**src/rtl/serial_tx_sched_pkg.sv**
```systemverilog
// serial_tx_sched_pkg
//   Shared definitions for the serial link scheduler and its round-robin
//   arbiter: flit geometry, grant index width and transmit state encoding.
package serial_tx_sched_pkg;

    localparam int PAYLOAD_SIZE = 4;
    localparam int ADDR_SZ      = 4;
    localparam int FLIT_W       = PAYLOAD_SIZE + ADDR_SZ;

    // Wide enough for up to 8 requesters.
    localparam int GRANT_IDX_W  = 3;

    typedef enum logic [1:0] {
        TXS_IDLE = 2'd0,
        TXS_SEND = 2'd1,
        TXS_WAIT = 2'd2
    } txs_state_t;

endpackage

```
**src/rtl/serial_tx_sched_rr_arbiter.sv**
```systemverilog
// rr_arbiter
//   Round-robin arbiter with a registered priority pointer. The search starts
//   at the pointer and wraps upward. When 'advance' is high and a grant exists,
//   the pointer moves to the index just past the winner.
// Ports:
//   clk       in   clock
//   reset     in   synchronous active-high reset (pointer -> 0)
//   req       in   N_REQ request vector
//   advance   in   the current grant was taken; move the pointer
//   grant     out  one-hot grant (all zero when no request)
//   grant_idx out  binary index of the granted requester
module rr_arbiter
    import serial_tx_sched_pkg::*;
#(
    parameter int N_REQ = 4
) (
    input  logic                   clk,
    input  logic                   reset,
    input  logic [N_REQ-1:0]       req,
    input  logic                   advance,
    output logic [N_REQ-1:0]       grant,
    output logic [GRANT_IDX_W-1:0] grant_idx
);

    logic [GRANT_IDX_W-1:0] ptr;
    logic                   found;
    logic [2*N_REQ-1:0]     req_dbl;

    // Rotate the requests so that bit 0 is the pointer position. The
    // duplicated vector makes the wrap-around free.
    always_comb begin
        grant     = '0;
        grant_idx = '0;
        found     = 1'b0;
        req_dbl   = {req, req} >> ptr;
        for (int k = 0; k < N_REQ; k++) begin
            if (!found && req_dbl[k]) begin
                found     = 1'b1;
                grant_idx = GRANT_IDX_W'((int'(ptr) + k) % N_REQ);
            end
        end
        for (int i = 0; i < N_REQ; i++) begin
            grant[i] = found && (grant_idx == GRANT_IDX_W'(i));
        end
    end

    always_ff @(posedge clk) begin
        if (reset) begin
            ptr <= '0;
        end else if (advance && found) begin
            ptr <= (grant_idx == GRANT_IDX_W'(N_REQ - 1)) ? '0 : grant_idx + 1'b1;
        end
    end

endmodule

```
**src/rtl/serial_tx_sched.sv**
```systemverilog
// serial_tx_sched
//   Shares one serial link toward a dclk-style serial receiver among N_REQ
//   flit sources. It picks a winner round-robin, captures its flit and sends
//   the frame: a start bit (1), W data bits LSB first, then a guard bit (0).
//   After each frame it waits until the receiver drops channel_busy.
// Ports:
//   clk          in   link clock (the receiver's wclk)
//   reset        in   synchronous active-high reset; aborts a frame at once
//   req          in   N_REQ per-requester flit valid
//   flit_in      in   N_REQ*W flits, requester i at [i*W +: W]
//   ack          out  one-hot one-cycle capture pulse
//   grant_id     out  index of the requester being served
//   channel_busy in   receiver busy; no new frame may start while high
//   serial_out   out  registered serial line
//   tx_busy      out  high whenever not IDLE
module serial_tx_sched
    import serial_tx_sched_pkg::*;
#(
    parameter int N_REQ    = 4,
    parameter int W        = FLIT_W,
    parameter int routerid = -1,
    parameter     port     = "unknown"
) (
    input  logic                   clk,
    input  logic                   reset,
    input  logic [N_REQ-1:0]       req,
    input  logic [N_REQ*W-1:0]     flit_in,
    output logic [N_REQ-1:0]       ack,
    output logic [GRANT_IDX_W-1:0] grant_id,
    input  logic                   channel_busy,
    output logic                   serial_out,
    output logic                   tx_busy
);

    localparam int                CNT_W    = $clog2(W + 2);
    localparam logic [CNT_W-1:0]  CNT_LAST = CNT_W'(W + 1);

    // routerid and port only identify the instance during debug; reject
    // impossible configurations at elaboration.
    if (N_REQ < 2 || N_REQ > 8 || W < 1 || routerid < -1 || $bits(port) == 0) begin : g_param_check
        $error("serial_tx_sched: unsupported parameter set");
    end

    txs_state_t             state, state_nxt;
    logic [CNT_W-1:0]       cnt, cnt_nxt;
    logic [W-1:0]           shift, shift_nxt;
    logic                   serial_nxt;
    logic [GRANT_IDX_W-1:0] grant_id_nxt;

    logic [N_REQ-1:0]       arb_grant;
    logic [GRANT_IDX_W-1:0] arb_idx;
    logic                   start;
    logic [W-1:0]           sel_flit;

    // A frame may only begin from IDLE with a free channel.
    assign start   = (state == TXS_IDLE) && (|req) && !channel_busy;
    assign tx_busy = (state != TXS_IDLE);

    rr_arbiter #(
        .N_REQ (N_REQ)
    ) u_arb (
        .clk       (clk),
        .reset     (reset),
        .req       (req),
        .advance   (start),
        .grant     (arb_grant),
        .grant_idx (arb_idx)
    );

    always_comb begin
        sel_flit = '0;
        for (int i = 0; i < N_REQ; i++) begin
            if (arb_grant[i]) sel_flit = flit_in[i*W +: W];
        end
    end

    always_comb begin
        state_nxt    = state;
        cnt_nxt      = cnt;
        shift_nxt    = shift;
        serial_nxt   = serial_out;
        grant_id_nxt = grant_id;
        ack          = '0;
        case (state)
            TXS_IDLE: begin
                serial_nxt = 1'b0;
                if (start) begin
                    ack          = arb_grant;
                    shift_nxt    = sel_flit;
                    grant_id_nxt = arb_idx;
                    serial_nxt   = 1'b1;
                    cnt_nxt      = CNT_W'(1);
                    state_nxt    = TXS_SEND;
                end
            end
            TXS_SEND: begin
                // channel_busy is deliberately not looked at while sending.
                if (cnt == CNT_LAST) begin
                    serial_nxt = 1'b0;
                    cnt_nxt    = '0;
                    state_nxt  = TXS_WAIT;
                end else begin
                    serial_nxt = shift[0];
                    shift_nxt  = shift >> 1;
                    cnt_nxt    = cnt + 1'b1;
                end
            end
            TXS_WAIT: begin
                serial_nxt = 1'b0;
                if (!channel_busy) state_nxt = TXS_IDLE;
            end
            default: begin
                serial_nxt = 1'b0;
                cnt_nxt    = '0;
                state_nxt  = TXS_IDLE;
            end
        endcase
    end

    always_ff @(posedge clk) begin
        if (reset) begin
            state      <= TXS_IDLE;
            cnt        <= '0;
            shift      <= '0;
            serial_out <= 1'b0;
            grant_id   <= '0;
        end else begin
            state      <= state_nxt;
            cnt        <= cnt_nxt;
            shift      <= shift_nxt;
            serial_out <= serial_nxt;
            grant_id   <= grant_id_nxt;
        end
    end

endmodule

```
**config.mk**
```make
export PLATFORM = sky130hd
export DESIGN_NAME = serial_tx_sched
export DESIGN_NICKNAME = d
export VERILOG_FILES = /design/src/rtl/serial_tx_sched_pkg.sv /design/src/rtl/serial_tx_sched_rr_arbiter.sv /design/src/rtl/serial_tx_sched.sv
export SDC_FILE = /design/constraint.sdc
export NUM_CORES = 1
export LEC_CHECK = 0
export CORE_MARGIN = 5
export CORE_UTILIZATION = 26
export DETAILED_ROUTE_END_ITERATION = 10
export DONT_BUFFER_PORTS = 1
export GPL_ROUTABILITY_DRIVEN = 0
export GPL_TIMING_DRIVEN = 0
export SLEW_MARGIN = 20
export SYNTH_ARGS = -nofsm -noshare
export SYNTH_HDL_FRONTEND = slang
export SYNTH_SLANG_ARGS = --single-unit
```
**constraint.sdc**
```tcl
create_clock -name clk -period 2.4 [get_ports clk]
set_clock_uncertainty 0.15 [all_clocks]
set_input_delay 0.48 -clock clk [delete_from_list [all_inputs] [get_ports clk]]
set_output_delay 0.48 -clock clk [all_outputs]
set_load 0.02 [all_outputs]
```
==> flow_metrics.py, run 1 <==
metrics = {
    "worst_setup_path": {
        "slowest_delay_ps": 390,
        "cp_top_family": "simple AND/OR/NAND/NOR gates",
        "critPathArrivalTime_ps": 1690,
        "worstSetupPathType": "register to primary output",
        "cp_cell_sequence": "mux2i_1 > nor2_1 > or2_4 > inv_4 > ha_1 > clkbuf_8 > and3_4",
        "cp.buffers_inverters": 2,
        "slowest_stage": "dfxtp_4",
        "path_max_fanout": 7,
        "crit_path_start_kind": "register",
        "cp_data_required_time_ps": 1770,
        "cp-end-kind": "primary output",
    },
    "layout": {
        "diodes": 0,
        "drive_gt1_share_pct": 31.02,
        "area_growth_pct": 26.08,
        "fin_nets": 233,
        "finalInstanceArea_um2": 1748,
    },
    "clock_network": {
        "cts_buffer_depth": 2,
        "cts.sinks": 19,
        "clk_latency_ps": 250,
        "cts-root-buf": "clkbuf_8",
        "htreeDepth": 1,
        "cts_tree": "yes",
        "clkTransAtPathRegs_ps": 60,
        "numCtsBuffers": 3,
    },
    "timing": {
        "max_slew_margin_pct": 38.01,
        "fin_crit_ps": 2324,
        "fmaxAchievable_mhz": 430.3,
        "final_hold_viol_count": 0,
        "rsz0062_at_grt": "yes",
        "tightest_slew_ps": 922.2,
        "post-route-period-util_pct": 96.84,
        "setup_viol": 0,
        "drv_slew": 0,
    },
    "power_and_ir_drop": {
        "power_density_nw_per_um2": 556.5,
        "ir_drop_v": 0.0004194,
        "power_switching_uw": 325.3,
        "p_total_uw": 972.7,
        "pwr-share-comb_pct": 39.2,
        "p_seq_share_pct": 38.5,
        "power_frac_clock_pct": 22.3,
        "power.internal_uw": 647.4,
        "netSwitchingFraction_pct": 33.45,
        "p_leak_uw": 0.0006576,
    },
    "global_route": {
        "grt_pass1_vias": 1210,
        "globalRouteOverflowTotal": 0,
        "grt_pass1_wl_um": 6023,
        "grt_util_all_layers_pct": 10.46,
        "antenna_found_initial": 0,
        "grt_max_degree": 13,
    },
    "yosys": {
        "netlist-cell-type-count": 39,
        "postSynthCellCount": 175,
        "synth-simple-area-share_pct": 26.35,
        "synth-adder-area-share_pct": 5.415,
        "ys.warnings.count": 0,
        "async_reset_ff_share_pct": 0,
        "ys_top_cells_by_area": "dfxtp_1, a221oi_2, a21oi_1",
        "synth_edf_count": 0,
        "yosysSeqAreaShare_pct": 27.44,
        "synth_top_area_share_pct": 27.44,
        "syn_area_um2": 1386,
        "syn_nets": 220,
        "synth_xor_area_share_pct": 0,
        "synth.avg_cell_area_um2": 7.922,
        "synth_top_family_by_area": "compound AO/OA/AOI/OAI gates",
        "synth_compound_area_share_pct": 31.41,
        "synthFlopType": "dfxtp_1",
        "synth_most_common_cell": "nand2_1",
        "synth_mux_area_share_pct": 0.7220,
        "synth-seq-cells": 19,
        "synthTopCellsByCount": "nand2_1, a21oi_1, dfxtp_1",
        "synth_largest_area_cell": "dfxtp_1",
    },
    "worst_hold_path": {
        "hold_class": "input pin to register",
    },
    "die": {
        "initial_core_util_pct": 26.97,
        "io_pins": 48,
        "coreArea_um2": 5140,
        "fp.dieH_um": 83.02,
        "die_area_um2": 6892,
        "die-width_um": 83.02,
        "num_rows": 26,
    },
    "placed_design": {
        "hpwlAfterDp_um": 2787,
        "dpl_cell_area_um2": 1499,
        "io_buffers": 0,
    },
    "routing": {
        "drc": 0,
        "vias_per_cell": 4.977,
        "drtIter0Drc": 96,
        "detail_route.wl_per_cell_um": 14.69,
        "vias": 1279,
        "drt-pass1-iter-count": 4,
        "wl_um": 3776,
        "ant_nets": 0,
    },
    "flow_run": {
        "cap_violations": 0,
    },
    "outcome": {
        "status": "finished, final reports clean",
    },
}
==> final cells by class <==
class / count / area, um^2
tap: 70 / 87.58
clock inverter: 1 / 5.005
sequential: 19 / 384.1
buffer: 9 / 95.09
clock buffer: 3 / 41.29
multi-input combinational: 136 / 1003
inverter: 7 / 28.78
fill: 572 / 3392
timing repair buffer: 12 / 102.6
==> through the flow <==
step / hold WS [ps] / cells / utilization [%] / setup TNS [ps] / worst slack, ps
floorplan: 275.4 / 175 / - / -11.75 / -11.75
global placement: 287.6 / 245 / 29.04 / -701.5 / -129.3
detailed placement: 289.6 / 245 / 29.16 / -1003 / -161.6
CTS: 173.5 / 255 / 32.77 / 0 / 2.047
global route: 170.0 / 257 / 34.01 / -58.08 / -35.48
finish: 177.1 / 257 / 34.01 / 0 / 75.79
==> worst reg2reg max path, delay by kind of cell, from the launching register on <==
family / cells / cell delay, ps
compound gates: 7 / 1090
fa+ha+maj: 1 / 170
buf+inv: 3 / 340
flops: 1 / 390
==> cell usage in the layout, fill, tap and decap left out, types with 2 or more instances in the layout <==
| cell | count |
|---|---|
| a21o_1 | 2 |
| a21oi_1 | 18 |
| a221oi_2 | 7 |
| and2_4 | 2 |
| and3_4 | 4 |
| buf_4 | 12 |
| buf_6 | 5 |
| clkbuf_8 | 5 |
| dfxtp_1 | 18 |
| ha_1 | 3 |
| ha_4 | 3 |
| inv_1 | 5 |
| nand2_1 | 22 |
| nand3b_1 | 3 |
| nor2_1 | 14 |
| nor2b_1 | 8 |
| nor3_1 | 8 |
| nor3_2 | 3 |
| o21ai_0 | 8 |
| o31ai_1 | 6 |
| o31ai_2 | 2 |
==> worst paths after layout <==
check | start | to | slack [ps] | depth (start not counted)
worst min-delay path | reset | grant_id[0] | 180 | 1
worst max register to register | u_arb.ptr[1] | shift[5] | 150 | 11
worst min register to register | shift[4] | shift[4] | 310 | 2
worst max-delay path | u_arb.ptr[1] | ack[3] | 80 | 7
==> metal layers <==
layer	vias to the layer above	global-route usage (%)	routed length [um]
li1	651	-	-
met1	602	12.92	1729
met2	24	18.22	1854
met3	2	3.267	174
met4	0	1.337	19
met5	-	0	0
==> repair_timing <==
item	4_1_cts	5_1_grt
resized for setup	22	11
setup endpoints to repair	12	12
buffers inserted	9	3
pin swaps	2	4
hold buffers	0	0
==> logic make-up (layout without fill, tap and decap cells) <==
group | after synthesis | after routing
buffers and inverters | 20 | 32
multiplexers | 1 | 1
flip-flops | 19 | 19
AO/OA/AOI/OAI | 57 | 57
AND/OR/NAND/NOR | 71 | 71
other | 1 | 1
adder cells (fa/ha/maj) | 6 | 6
==> power by group through the flow <==
stage / clock (uW) / sequential, uW / combinational [uW]
6_report: 217 / 375 / 381
3_3_place_gp: 0 / 376 / 298
2_1_floorplan: 0 / 371 / 251
3_5_place_dp: 0 / 377 / 302
5_1_grt: 239 / 378 / 416
4_1_cts: 224 / 371 / 358
==> flip-flops by register name, indices dropped and copies added (netlist names) <==
name	count
cnt	4
grant_id	2
serial_out	1
shift	8
state	2
u_arb.ptr	2
No activity file was read; power rests on OpenSTA's default activity.
==> run 2, diff against run 1 <==
--- a/config.mk
+++ b/config.mk
@@ -6,11 +6,12 @@
 export NUM_CORES = 1
 export LEC_CHECK = 0
 export CORE_MARGIN = 5
-export CORE_UTILIZATION = 26
+export CORE_UTILIZATION = 50
 export DETAILED_ROUTE_END_ITERATION = 10
 export DONT_BUFFER_PORTS = 1
 export GPL_ROUTABILITY_DRIVEN = 0
 export GPL_TIMING_DRIVEN = 0
+export PLACE_DENSITY = 0.68
 export SLEW_MARGIN = 20
 export SYNTH_ARGS = -nofsm -noshare
 export SYNTH_HDL_FRONTEND = slang
==> run 2 against run 1 <==
Against the previous run: die area shrank 43%; core utilization grew 25 points; register-to-register slack lost 40 ps; sequential cell count is the same; design area shrank 8.8%; sequential power is essentially flat; largest power group is now registers; combinational power shrank 11%; final cell count shrank 16%; sequential share of layout area grew 2.1 points; clock power shrank 27%; global-route usage grew 6.8 points; critical path type unchanged; count of clock-buffer cells in the layout grew 1.
==> flow_metrics.py, run 2 (synthesis results as in run 1) <==
metrics = {
    "clock_network": {
        "cts.sinks": 19,
        "cts_buffer_depth": 2,
        "cts-root-buf": "clkbuf_4",
        "clkTransAtPathRegs_ps": 100,
        "htreeDepth": 1,
        "numCtsBuffers": 3,
        "cts_tree": "yes",
        "clk_latency_ps": 290,
        "cts_hold_buf": 0,
    },
    "power_and_ir_drop": {
        "p_total_uw": 871.0,
        "power_density_nw_per_um2": 546.4,
        "power_switching_uw": 296.6,
        "ir_drop_v": 0.0006163,
        "netSwitchingFraction_pct": 34.05,
        "power_frac_clock_pct": 18.1,
        "p_seq_share_pct": 42.8,
        "p_leak_uw": 0.0006283,
        "power.internal_uw": 574.4,
        "pwr-share-comb_pct": 39.1,
    },
    "timing": {
        "setup-tns-final_ps": 0,
        "drv_slew": 0,
        "whs_ps": 124.3,
        "fin_crit_ps": 2371,
        "fmaxAchievable_mhz": 421.8,
        "tightest_slew_ps": 671.4,
        "final_hold_viol_count": 0,
        "max_slew_margin_pct": 54.87,
        "post-route-period-util_pct": 98.78,
        "setup_viol": 0,
        "rsz0062_at_grt": "yes",
    },
    "layout": {
        "nFillCells": 275,
        "drive_gt1_share_pct": 27.03,
        "reg.largest.list": "shift: 8 flops, cnt: 4 flops",
        "final_cell_mix": "nand2_1, a21oi_1, dfxtp_1",
        "regArea_um2": 384.1,
        "multi_input_area_um2": 945.9,
        "final_common_cell": "nand2_1",
        "fin_nets": 231,
        "utilization_pct": 58.82,
        "finalInstanceArea_um2": 1594,
        "top_register": "shift",
        "diodes": 0,
        "area_growth_pct": 14.98,
        "largest_register_ffs": 8,
    },
    "global_route": {
        "grt_pass1_vias": 1316,
        "antenna_found_initial": 0,
        "grt_util_all_layers_pct": 17.29,
        "globalRouteOverflowTotal": 0,
        "grt_max_degree": 12,
        "grt_pass1_wl_um": 5692,
    },
    "worst_setup_path": {
        "cp.buffers_inverters": 2,
        "critPathArrivalTime_ps": 1740,
        "path_max_fanout": 5,
        "path_depth": 7,
        "cp_cell_sequence": "mux2i_1 > nor2_1 > or2_4 > inv_4 > ha_1 > clkbuf_8 > and3_4",
        "cp-end-kind": "primary output",
        "cp_data_required_time_ps": 1770,
        "r2r_cells": 10,
        "worstSetupPathType": "register to primary output",
        "cp_top_family": "simple AND/OR/NAND/NOR gates",
        "crit_path_start_kind": "register",
        "slowest_stage": "dfxtp_4",
        "slowest_delay_ps": 390,
    },
    "routing": {
        "vias": 1305,
        "drc": 0,
        "wl_um": 3383,
        "detail_route.wl_per_cell_um": 15.66,
        "ant_nets": 0,
        "vias_per_cell": 6.042,
        "drt-pass1-iter-count": 4,
        "drtIter0Drc": 44,
    },
    "flow_run": {
        "cap_violations": 0,
    },
    "placed_design": {
        "dpl_cell_area_um2": 1444,
        "hpwlAfterDp_um": 2556,
        "io_buffers": 0,
    },
    "die": {
        "coreArea_um2": 2710,
        "die_area_um2": 3926,
        "io_pins": 48,
        "initial_core_util_pct": 51.15,
        "fp.dieH_um": 62.66,
        "die-width_um": 62.66,
        "num_rows": 19,
    },
    "worst_hold_path": {
        "hold_depth": 1,
        "hold_class": "input pin to register",
    },
    "outcome": {
        "status": "finished, final reports clean",
    },
}
[run 2: cell types whose count changed in the layout (fill, tap and decap cells not counted), moves of 2 or more]
cell	change
o31ai_1	+2
clkbuf_8	-3
nor3_2	-2
nor3_1	+2
ha_4	-2
clkbuf_4	+3
o31ai_2	-2
[run 2: worst paths after layout]
kind                     start           to  slack [ps]
hold reg to reg       shift[6]     shift[6]         320
setup / recovery  u_arb.ptr[1]       ack[1]          30
setup reg to reg  u_arb.ptr[1]     shift[2]         110
hold / removal           reset  grant_id[0]         120
[run 2: cell type report]
class	count	share of cell area [%]
Sequential cell	19	24.10
Inverter	7	1.805
Buffer	9	5.965
Timing Repair Buffer	10	4.710
Tap cell	31	2.433
Multi-Input combinational cell	136	59.34
Clock buffer	4	1.648
[run 2: worst register-to-register path, delay by kind of cell, from the launching register on]
kind,cells,cell delay [ps]
simple gates,4,680
flops,1,390
compound gates,2,330
buf+inv,2,310
mux,1,180
fa+ha+maj,1,160
[run 2: what timing repair did]
item / in CTS / in global routing
resized for setup: 21 / 1
endpoints found under the setup margin: 12 / 12
setup buffers: 9 / 1
pin swaps: 3 / 5
[run 2: metrics by stage]
stage          worst slack (ps)  cells
6_report                  29.27    216
3_3_place_gp             -112.9    206
5_1_grt                  -68.49    216
2_1_floorplan            -11.75    175
4_1_cts                  -36.48    216
3_5_place_dp             -151.2    206
[run 2: power groups by stage]
| stage | Clock, uW | Sequential [uW] | Combinational [uW] |
|---|---|---|---|
| after floorplan | 0 | 371 | 251 |
| after global placement | 0 | 375 | 290 |
| after detailed placement | 0 | 376 | 300 |
| after CTS | 160 | 370 | 343 |
| after global routing | 181 | 377 | 378 |
| final | 158 | 373 | 340 |
[run 2: per-layer routing]
metal	share of wire [%]	routed length [um]	vias to the layer above	GRT usage, %
met4	0.41	14	0	2.653
met1	40	1348	619	19.72
met3	6.5	219	2	6.295
met2	53	1801	33	31.09
met5	0	0	-	0
li1	-	-	651	-
==> run 3, diff against run 2 <==
--- a/config.mk
+++ b/config.mk
@@ -12,6 +12,7 @@
 export GPL_ROUTABILITY_DRIVEN = 0
 export GPL_TIMING_DRIVEN = 0
 export PLACE_DENSITY = 0.68
+export RECOVER_POWER = 25
 export SLEW_MARGIN = 20
 export SYNTH_ARGS = -nofsm -noshare
 export SYNTH_HDL_FRONTEND = slang
==> results of run 3 <==
Same layout as run 2: the final DEF is identical, and so are final timing and power.
